`config.mk`:
```
export PLATFORM = sky130hd
export DESIGN_NAME = echo_indication_output
export DESIGN_NICKNAME = d
export VERILOG_FILES = /design/src/rtl/echo_indication_pkg.sv /design/src/rtl/echo_msg_fifo.sv /design/src/rtl/echo_indication_output.sv
export SDC_FILE = /design/constraint.sdc
export NUM_CORES = 1
export LEC_CHECK = 0
export ABC_AREA = 1
export BUFFER_PORTS_ARGS = -buffer_cell sky130_fd_sc_hd__buf_2
export CORE_MARGIN = 5
export CORE_UTILIZATION = 52
export DETAILED_ROUTE_END_ITERATION = 7
export GPL_ROUTABILITY_DRIVEN = 1
export GPL_TIMING_DRIVEN = 0
export HOLD_SLACK_MARGIN = 0.08
export PLACE_DENSITY_LB_ADDON = 0.05
export SLEW_MARGIN = 10
export SYNTH_ARGS = -nofsm -noshare
export SYNTH_HDL_FRONTEND = slang
export SYNTH_SLANG_ARGS = --single-unit
```
`constraint.sdc`:
```
create_clock -name CLK -period 5.1 [get_ports CLK]
set_clock_uncertainty 0.15 [all_clocks]
set_input_delay 0.765 -clock CLK [delete_from_list [all_inputs] [get_ports CLK]]
set_output_delay 0.765 -clock CLK [all_outputs]
set_load 0.01 [all_outputs]
```
`src/rtl/echo_indication_pkg.sv`:
```
// Shared message layout and tags for the Echo indication marshaller.
package echo_indication_pkg;

  localparam int          ECHO_MSG_W = 96;
  localparam logic [31:0] TAG_HEARD  = 32'd1;
  localparam logic [31:0] TAG_HEARD2 = 32'd2;

  typedef struct packed {
    logic [31:0] tag;
    logic [31:0] field0;
    logic [31:0] field1;
  } echo_msg_t;

  typedef enum logic {
    SRC_HEARD  = 1'b0,
    SRC_HEARD2 = 1'b1
  } echo_src_e;

endpackage

```
`src/rtl/echo_msg_fifo.sv`:
```
// Small circular message FIFO; head is presented combinationally and reads 0 when empty.
module echo_msg_fifo
  import echo_indication_pkg::*;
#(
  parameter int DEPTH = 4
) (
  input  logic      i_clk,
  input  logic      i_rst,
  input  logic      i_push,
  input  echo_msg_t i_data,
  input  logic      i_pop,
  output logic      o_full,
  output logic      o_empty,
  output echo_msg_t o_head
);

  localparam int             AW      = $clog2(DEPTH);
  localparam logic [AW-1:0]  PTR_ONE = 1;
  localparam logic [AW:0]    CNT_ONE = 1;
  localparam logic [AW:0]    CNT_MAX = DEPTH[AW:0];

  echo_msg_t     r_mem [DEPTH];
  logic [AW-1:0] r_wr_ptr;
  logic [AW-1:0] r_rd_ptr;
  logic [AW:0]   r_count;
  logic          w_do_push;
  logic          w_do_pop;

  assign o_full    = (r_count == CNT_MAX);
  assign o_empty   = (r_count == '0);
  assign w_do_push = i_push && !o_full;
  assign w_do_pop  = i_pop && !o_empty;
  assign o_head    = o_empty ? '0 : r_mem[r_rd_ptr];

  // Storage carries no reset; validity is tracked by the count alone.
  always_ff @(posedge i_clk) begin
    if (w_do_push) begin
      r_mem[r_wr_ptr] <= i_data;
    end
  end

  always_ff @(posedge i_clk or posedge i_rst) begin
    if (i_rst) begin
      r_wr_ptr <= '0;
      r_rd_ptr <= '0;
      r_count  <= '0;
    end else begin
      if (w_do_push) r_wr_ptr <= r_wr_ptr + PTR_ONE;
      if (w_do_pop)  r_rd_ptr <= r_rd_ptr + PTR_ONE;
      case ({w_do_push, w_do_pop})
        2'b10:   r_count <= r_count + CNT_ONE;
        2'b01:   r_count <= r_count - CNT_ONE;
        default: r_count <= r_count;
      endcase
    end
  end

endmodule

```
`src/rtl/echo_indication_output.sv`:
```
// Packs heard/heard2 calls into tagged 96-bit messages, arbitrates them round-robin
// into a FIFO and drains the FIFO onto the outbound pipe.
module echo_indication_output
  import echo_indication_pkg::*;
#(
  parameter int DEPTH = 4
) (
  input  logic        CLK,
  input  logic        RST,
  input  logic        indication_heard__ENA,
  input  logic [31:0] indication_heard_meth,
  input  logic [31:0] indication_heard_v,
  output logic        indication_heard__RDY,
  input  logic        indication_heard2__ENA,
  input  logic [31:0] indication_heard2_a,
  input  logic [31:0] indication_heard2_b,
  output logic        indication_heard2__RDY,
  output logic        pipe_enq__ENA,
  output logic [95:0] pipe_enq_v,
  input  logic        pipe_enq__RDY,
  output logic [31:0] sent_count
);

  logic      r_h1_valid;
  echo_msg_t r_h1_msg;
  logic      r_h2_valid;
  echo_msg_t r_h2_msg;
  echo_src_e r_rr;
  logic [31:0] r_sent_count;

  logic      w_full;
  logic      w_empty;
  echo_msg_t w_head;
  echo_msg_t w_push_msg;
  logic      w_grant1;
  logic      w_grant2;
  logic      w_call1;
  logic      w_call2;
  logic      w_pop;

  // Grants look only at registered state, so RDY never depends on ENA.
  assign w_grant1 = !w_full && r_h1_valid && (!r_h2_valid || (r_rr == SRC_HEARD));
  assign w_grant2 = !w_full && r_h2_valid && (!r_h1_valid || (r_rr == SRC_HEARD2));

  assign indication_heard__RDY  = !r_h1_valid || w_grant1;
  assign indication_heard2__RDY = !r_h2_valid || w_grant2;

  assign w_call1 = indication_heard__ENA  && indication_heard__RDY;
  assign w_call2 = indication_heard2__ENA && indication_heard2__RDY;

  assign w_push_msg = w_grant1 ? r_h1_msg : r_h2_msg;

  assign pipe_enq__ENA = !w_empty;
  assign pipe_enq_v    = w_head;
  assign w_pop         = !w_empty && pipe_enq__RDY;
  assign sent_count    = r_sent_count;

  always_ff @(posedge CLK or posedge RST) begin
    if (RST) begin
      r_h1_valid   <= 1'b0;
      r_h1_msg     <= '0;
      r_h2_valid   <= 1'b0;
      r_h2_msg     <= '0;
      r_rr         <= SRC_HEARD;
      r_sent_count <= '0;
    end else begin
      // A call in the grant cycle reloads the holder instead of clearing it.
      if (w_call1) begin
        r_h1_valid <= 1'b1;
        r_h1_msg   <= '{tag: TAG_HEARD, field0: indication_heard_meth,
                        field1: indication_heard_v};
      end else if (w_grant1) begin
        r_h1_valid <= 1'b0;
      end

      if (w_call2) begin
        r_h2_valid <= 1'b1;
        r_h2_msg   <= '{tag: TAG_HEARD2, field0: indication_heard2_a,
                        field1: indication_heard2_b};
      end else if (w_grant2) begin
        r_h2_valid <= 1'b0;
      end

      if (!w_full && r_h1_valid && r_h2_valid) begin
        r_rr <= (r_rr == SRC_HEARD) ? SRC_HEARD2 : SRC_HEARD;
      end

      if (w_pop) begin
        r_sent_count <= r_sent_count + 32'd1;
      end
    end
  end

  echo_msg_fifo #(
    .DEPTH(DEPTH)
  ) u_fifo (
    .i_clk  (CLK),
    .i_rst  (RST),
    .i_push (w_grant1 || w_grant2),
    .i_data (w_push_msg),
    .i_pop  (w_pop),
    .o_full (w_full),
    .o_empty(w_empty),
    .o_head (w_head)
  );

endmodule

```
# [After elaboration in Yosys (flattened, before gate mapping)]
# Memories as Yosys holds them, arrays and structs flattened.
# Cells that the tools add are included.
[totals] ff_bits=172 ram_bits=264 input_bits=133 wordCells=56 n_memories=1
[memory_table] memory="u_fifo.r_mem" words=4 width=66 rd=1 rd_ports_with_merged_regs=0 wr=1 line_no="echo_msg_fifo.sv:22" source="echo_msg_t r_mem [DEPTH];"
[op_classes] n_addsub=5 n_eq_ne=3 muxes=10 n_bitwise=1 reduce_logical=23
[ops] operator="$mux 96" n=1
[ops] operator="$mux 66" n=1
[ops] operator="$add 32x1->32 const B" n=1
[ops] operator="$logic_and 1x1->1" n=10
[ops] operator="$mux 1" n=7
[ops] operator="$pmux 3 s2" n=1
[ops] operator="$reduce_bool 2->1" n=3
[ops] operator="$logic_or 1x1->1" n=5
[ops] operator="$add 2x1->2 const B" n=2
[ops] operator="$logic_not 1->1" n=4
[ops] operator="$add 3x1->3 const B" n=1
[ops] operator="$eq 3x3->1 const B" n=1
[ops] operator="$logic_not 3->1" n=1
[ops] operator="$sub 3x1->3 const B" n=1
[ops] operator="$eq 2x1->1 const B" n=1
[ops] operator="$eq 2x2->1 const B" n=1
[ops] operator="$not 1->1" n=1

# [Logic depth before layout (Yosys ltp)]
[depth] depth_word=8 mapped_depth=11 depth_no_buf=10

# [Hierarchy]
# A second synthesis with hierarchy kept.
[hier_totals] hier_cells=2564 area_unflattened_um2=24741.2
[by_module_without_submodules] mod="echo_msg_fifo" n_inst=1 cells_per_inst=1574 area_per_inst_um2=16901.2 seq_area_each_um2=11706.2
[by_module_without_submodules] mod="echo_indication_output" n_inst=1 cells_per_inst=990 area_per_inst_um2=7840.0 seq_area_each_um2=4129.0

# [Least setup slack after synthesis]
# Ideal clock, no wire load.
[synth_path] kind="reg-to-reg" start="register u_fifo.r_count[0]" end="memory u_fifo.r_mem[0][0] (netlist name), enable pin" setup_ps=490 arrival_time_ps=3414 path_slack_ps=1045 path_stages_with_launch=5 cell_sequence="dfrtp_1 nor2_4 nand2_4 o21ai_2 nor2_1"
[synth_via] elab_chain_cells=8 word_cells_on_any_way=10 cone_classes="eq/ne: 1; mux: 2; reduce/logical: 7"
[synth_lines] item="from (decl)" line_no="echo_msg_fifo.sv:25" source="logic [AW:0] r_count;"
[synth_lines] item="from (signal assigned)" line_no="echo_msg_fifo.sv:51" source="2'b10: r_count <= r_count + CNT_ONE;"
[synth_lines] item="from (signal assigned)" line_no="echo_msg_fifo.sv:52" source="2'b01: r_count <= r_count - CNT_ONE;"
[synth_lines] item="from (signal assigned)" line_no="echo_msg_fifo.sv:53" source="default: r_count <= r_count;"
[synth_lines] item="$eq 3x3->1 *" line_no="echo_msg_fifo.sv:29" source="assign o_full = (r_count == CNT_MAX);"
[synth_lines] item="$logic_not 1->1 *" line_no="echo_msg_fifo.sv:31, echo_indication_output.sv:42, echo_indication_output.sv:43"
[synth_lines] item="$logic_and 1x1->1 (on tied branches) (2 in a row)" line_no="echo_indication_output.sv:42, echo_indication_output.sv:43"
[synth_lines] item="$logic_or 1x1->1" line_no="echo_indication_output.sv:99" source=".i_push (w_grant1 || w_grant2),"
[synth_lines] item="$logic_and 1x1->1 *" line_no="echo_msg_fifo.sv:31" source="assign w_do_push = i_push && !o_full;"
[synth_lines] item="$mux 1 *" line_no="echo_msg_fifo.sv:37" source="if (w_do_push) begin"
[synth_lines] item="$mux 1 (not written as such) *" line_no="echo_msg_fifo.sv:38" source="r_mem[r_wr_ptr] <= i_data;"
[synth_lines] item="to (decl)" line_no="echo_msg_fifo.sv:22"
# Mark *: on every way between the ends. The rest lies on a longest branch, timed or not.

# [Final worst setup path]
[layout_path] start="register u_fifo.r_rd_ptr[0]" end="output port pipe_enq_v[32]"
[layout_via] elab_chain_cells=2
[layout_lines] item="from (decl)" line_no="echo_msg_fifo.sv:24" source="logic [AW-1:0] r_rd_ptr;"
[layout_lines] item="from (signal assigned)" line_no="echo_msg_fifo.sv:49" source="if (w_do_pop) r_rd_ptr <= r_rd_ptr + PTR_ONE;"
[layout_lines] item="$mem_v2 4x66"
[layout_lines] item="$mux 96" line_no="echo_msg_fifo.sv:33" source="assign o_head = o_empty ? '0 : r_mem[r_rd_ptr];"
[layout_lines] item="to (decl)" line_no="echo_indication_output.sv:19" source="output logic [95:0] pipe_enq_v,"
# No other way between the ends.

==> flow_metrics.tcl <==
set metrics [dict create \
    ys_top_cells_by_area "edfxtp_1 42%, dfrtp_1 23%, nand2_1 8.4%, nor2_1 6.2%, o21ai_0 5.0%" \
    die_w_um 200 \
    crit_arrival_ns 2.71 \
    drc 0 \
    antenna_left 0 \
    netlist_instances 1876 \
    wl_um 50800 \
    crit_type "flip-flop to output pin" \
    worst-path-buf-inv 5 \
    endpoint_kind "output pin" \
    crit_required_ns 4.18 \
    start_util_pct 52.6 \
    ys_warn_count 0 \
    start_kind "flip-flop" \
    vias 14100 \
    critPathMaxFanout 10 \
    r2r_cells 11 \
    core_area_mm2 0.0356 \
    tightest_slew_ns 1.19 \
    clock_latency_ns 0.58 \
    yosysTopAreaCell "edfxtp_1" \
    period_share_pct 71.1 \
    vias_per_cell 5.21 \
    clockRootBuffer "clkbuf_16" \
    die_h_um 200 \
    grt_usage_pct 25.5 \
    power_leakage_nw 9.94 \
    r2r-end "u_fifo.r_count[2]$_DFFE_PP0P_" \
    grt_pass1_vias 13900 \
    power_density_mw_per_mm2 725 \
    placed_area_mm2 0.0210 \
    cts-hold-fix-buffers 0 \
    syn_to_final_growth_pct 19.7 \
    maxCapViolations 0 \
    die_area_mm2 0.0399 \
    io_pins 264 \
    grt_max_degree 35 \
    post-cts-setup-buffers 0 \
    drive_gt1_share_pct 19.1 \
    synth-seq-cells 436 \
    cts_buffer_depth 3 \
    slowest_delay_ns 0.47 \
    r2r-start "u_fifo.r_count[0]$_DFFE_PP0P_" \
    gp_congestion 0.820 \
    cts_buffers 46 \
    antenna_found_initial 2 \
    num_antenna_cells 0 \
    rsz0062_at_grt "no" \
    rrSetupSlack_ns 2.63 \
    synth.avg_cell_area_um2 9.97 \
    port_buffers 233 \
    grt_pass1_wl_um 77900 \
    finalNetCount 2343 \
    max-slew-margin-rel_pct 20.7 \
    vdd_ir_drop_max_v 0.000401 \
    place_hpwl_um 35300 \
    period_minus_slack_ns 3.63 \
    finalHoldViolations 0 \
    tritoncts "built" \
    cts_resized 0 \
    drtIter0Drc 965 \
    slowest_stage "clkbuf_1" \
    syn_area_mm2 0.0187 \
    gr-total-overflow 0 \
    htreeDepth 2 \
    final_max_slew_viol_count 0 \
    status "finished clean" \
    cts.sinks 436 \
    path_cells "buf_2 -> inv_2 -> buf_4 -> clkbuf_1 -> o21ai_0 -> a21oi_1 -> buf_2" \
    setup_violations 0 \
    rows 69 \
    cp.depth 7 \
    dr.pass1.iters 5 \
    wl_per_cell_um 18.8 \
    worst_hold_slack_ns 0.139 \
    cp_common_cell "buf_2" \
    power_mw 16.2 \
    synth_seq_area_share_pct 65.4 \
    crit_family "buffers and inverters" \
    hold_path_class "primary input to asynchronous set/reset pin" \
    clkSlewWorstSetupHoldPaths_ns 0.06 \
    synth_cell_type_count 29 \
    max_freq_mhz 276 \
    synth_top_area_share_pct 42.4 \
    finish.instance_area_mm2 0.0224 \
]
[how the worst max path moves through the flow]
stage,start,endpoint,slack (ns)
detailed placement,u_fifo.r_rd_ptr[0]$_DFFE_PP0P_,pipe_enq_v[65],2.06
CTS,u_fifo.r_rd_ptr[0]$_DFFE_PP0P_,pipe_enq_v[65],1.46
floorplan,u_fifo.r_count[0]$_DFFE_PP0P_,u_fifo.r_mem[0][0]$_DFFE_PP_,1.05
finish,u_fifo.r_rd_ptr[0]$_DFFE_PP0P_,pipe_enq_v[32],1.47
global route,u_fifo.r_rd_ptr[0]$_DFFE_PP0P_,pipe_enq_v[58],1.33
global placement,u_fifo.r_count[0]$_DFFE_PP0P_,u_fifo.r_mem[1][37]$_DFFE_PP_,-1.45
[kinds of logic (layout without fill, tap and decap cells)]
family                     count (synthesis)  count (layout)  synth area share [%]
AOI/OAI and AO/OA                        267             267                  7.16
xor gates and xnor gates                  20              20                 0.937
adders and majority gates                  7               7                 0.508
buffers and inverters                    242             577                  6.27
DFF                                      436             436                  65.4
other                                      1              30                0.0201
and+or+nand+nor                          903             903                  19.7
[power breakdown]
group          switching (mW)  leakage [nW]  internal [mW]
logic                    4.50          4.63           2.00
registers               0.537          4.61           6.03
clock network            1.35         0.698           1.81
total                    6.38          9.94           9.85
[synthesized netlist by cell type]
master	number
a21oi_1	68
and2_1	1
buf_1	5
buf_2	49
buf_4	40
buf_6	7
clkbuf_1	39
conb_1	1
dfrtp_1	172
edfxtp_1	264
fa_1	1
ha_1	6
inv_1	101
inv_2	1
nand2_1	421
nand2_2	4
nand2_4	2
nand3_1	142
nand3_2	1
nand3b_1	9
nand4_1	9
nor2_1	309
nor2_2	2
nor2_4	3
o21ai_0	188
o21ai_1	10
o21ai_2	1
xnor2_1	9
xor2_1	11
[per-stage QoR]
step	setup TNS (ns)	setup slack [ns]	cells	util [%]
final	0	1.47	2701	63.0
after global routing	0	1.33	2701	63.0
after CTS	0	1.46	2701	63.0
after detailed placement	0	2.06	2616	59.0
after global placement	-364.16	-1.45	2599	57.8
after floorplan	0	1.05	1905	-
[cells in the final DEF, fill, tap and decap left out, types with 2 or more instances in the layout]
cell,instances
buf_6,7
o21ai_0,188
buf_12,10
bufinv_16,2
clkinv_2,9
nor2_2,2
nand4_1,9
nand2_2,4
nor2_1,305
dfrtp_1,172
clkbuf_1,48
nor2_4,7
clkbuf_16,47
ha_1,6
inv_1,100
nand2_1,421
nand2_4,2
buf_1,5
edfxtp_1,264
nand3_1,142
nand3b_1,9
buf_4,40
buf_16,7
buf_2,282
conb_1,30
xnor2_1,9
clkbuf_8,2
a21oi_1,68
xor2_1,11
o21ai_1,10
clkinv_1,14
[metal layers]
layer	track usage (%)	vias to the layer above	part of all wire, %
li1	-	6813	-
met1	35.3	6714	43
met2	41.5	468	48
met3	4.18	84	7.0
met4	8.55	4	2.6
met5	0	-	0.051
[cell type report]
type,instances,area (um^2)
fillers,3031,13200
flip-flops and latches,436,12200
multi-input cells,1227,5440
repair buffers,250,1560
clock buffers,58,1240
plain buffers,140,790
well taps,461,577
inverters,102,387
clock inverters,27,175
[sequential cells by signal (all words and copies together), names as in the netlist]
signal	cells
sent_count	32
r_h1_valid	1
u_fifo.r_mem	264
u_fifo.r_rd_ptr	2
r_h2_msg	65
u_fifo.r_count	3
r_rr	1
u_fifo.r_wr_ptr	2
r_h2_valid	1
r_h1_msg	65
[worst register-to-register path: cells and delay by family, from the launching register on]
| kind | cells | cell delay, ns |
|---|---|---|
| AO/OA/AOI/OAI | 2 | 0.25 |
| adder cells (fa/ha/maj) | 2 | 0.57 |
| flip-flops | 1 | 0.43 |
| buffers and inverters | 3 | 0.48 |
| AND/OR/NAND/NOR | 3 | 0.33 |
| XOR/XNOR | 1 | 0.15 |
(Power assumes the default switching activity.)
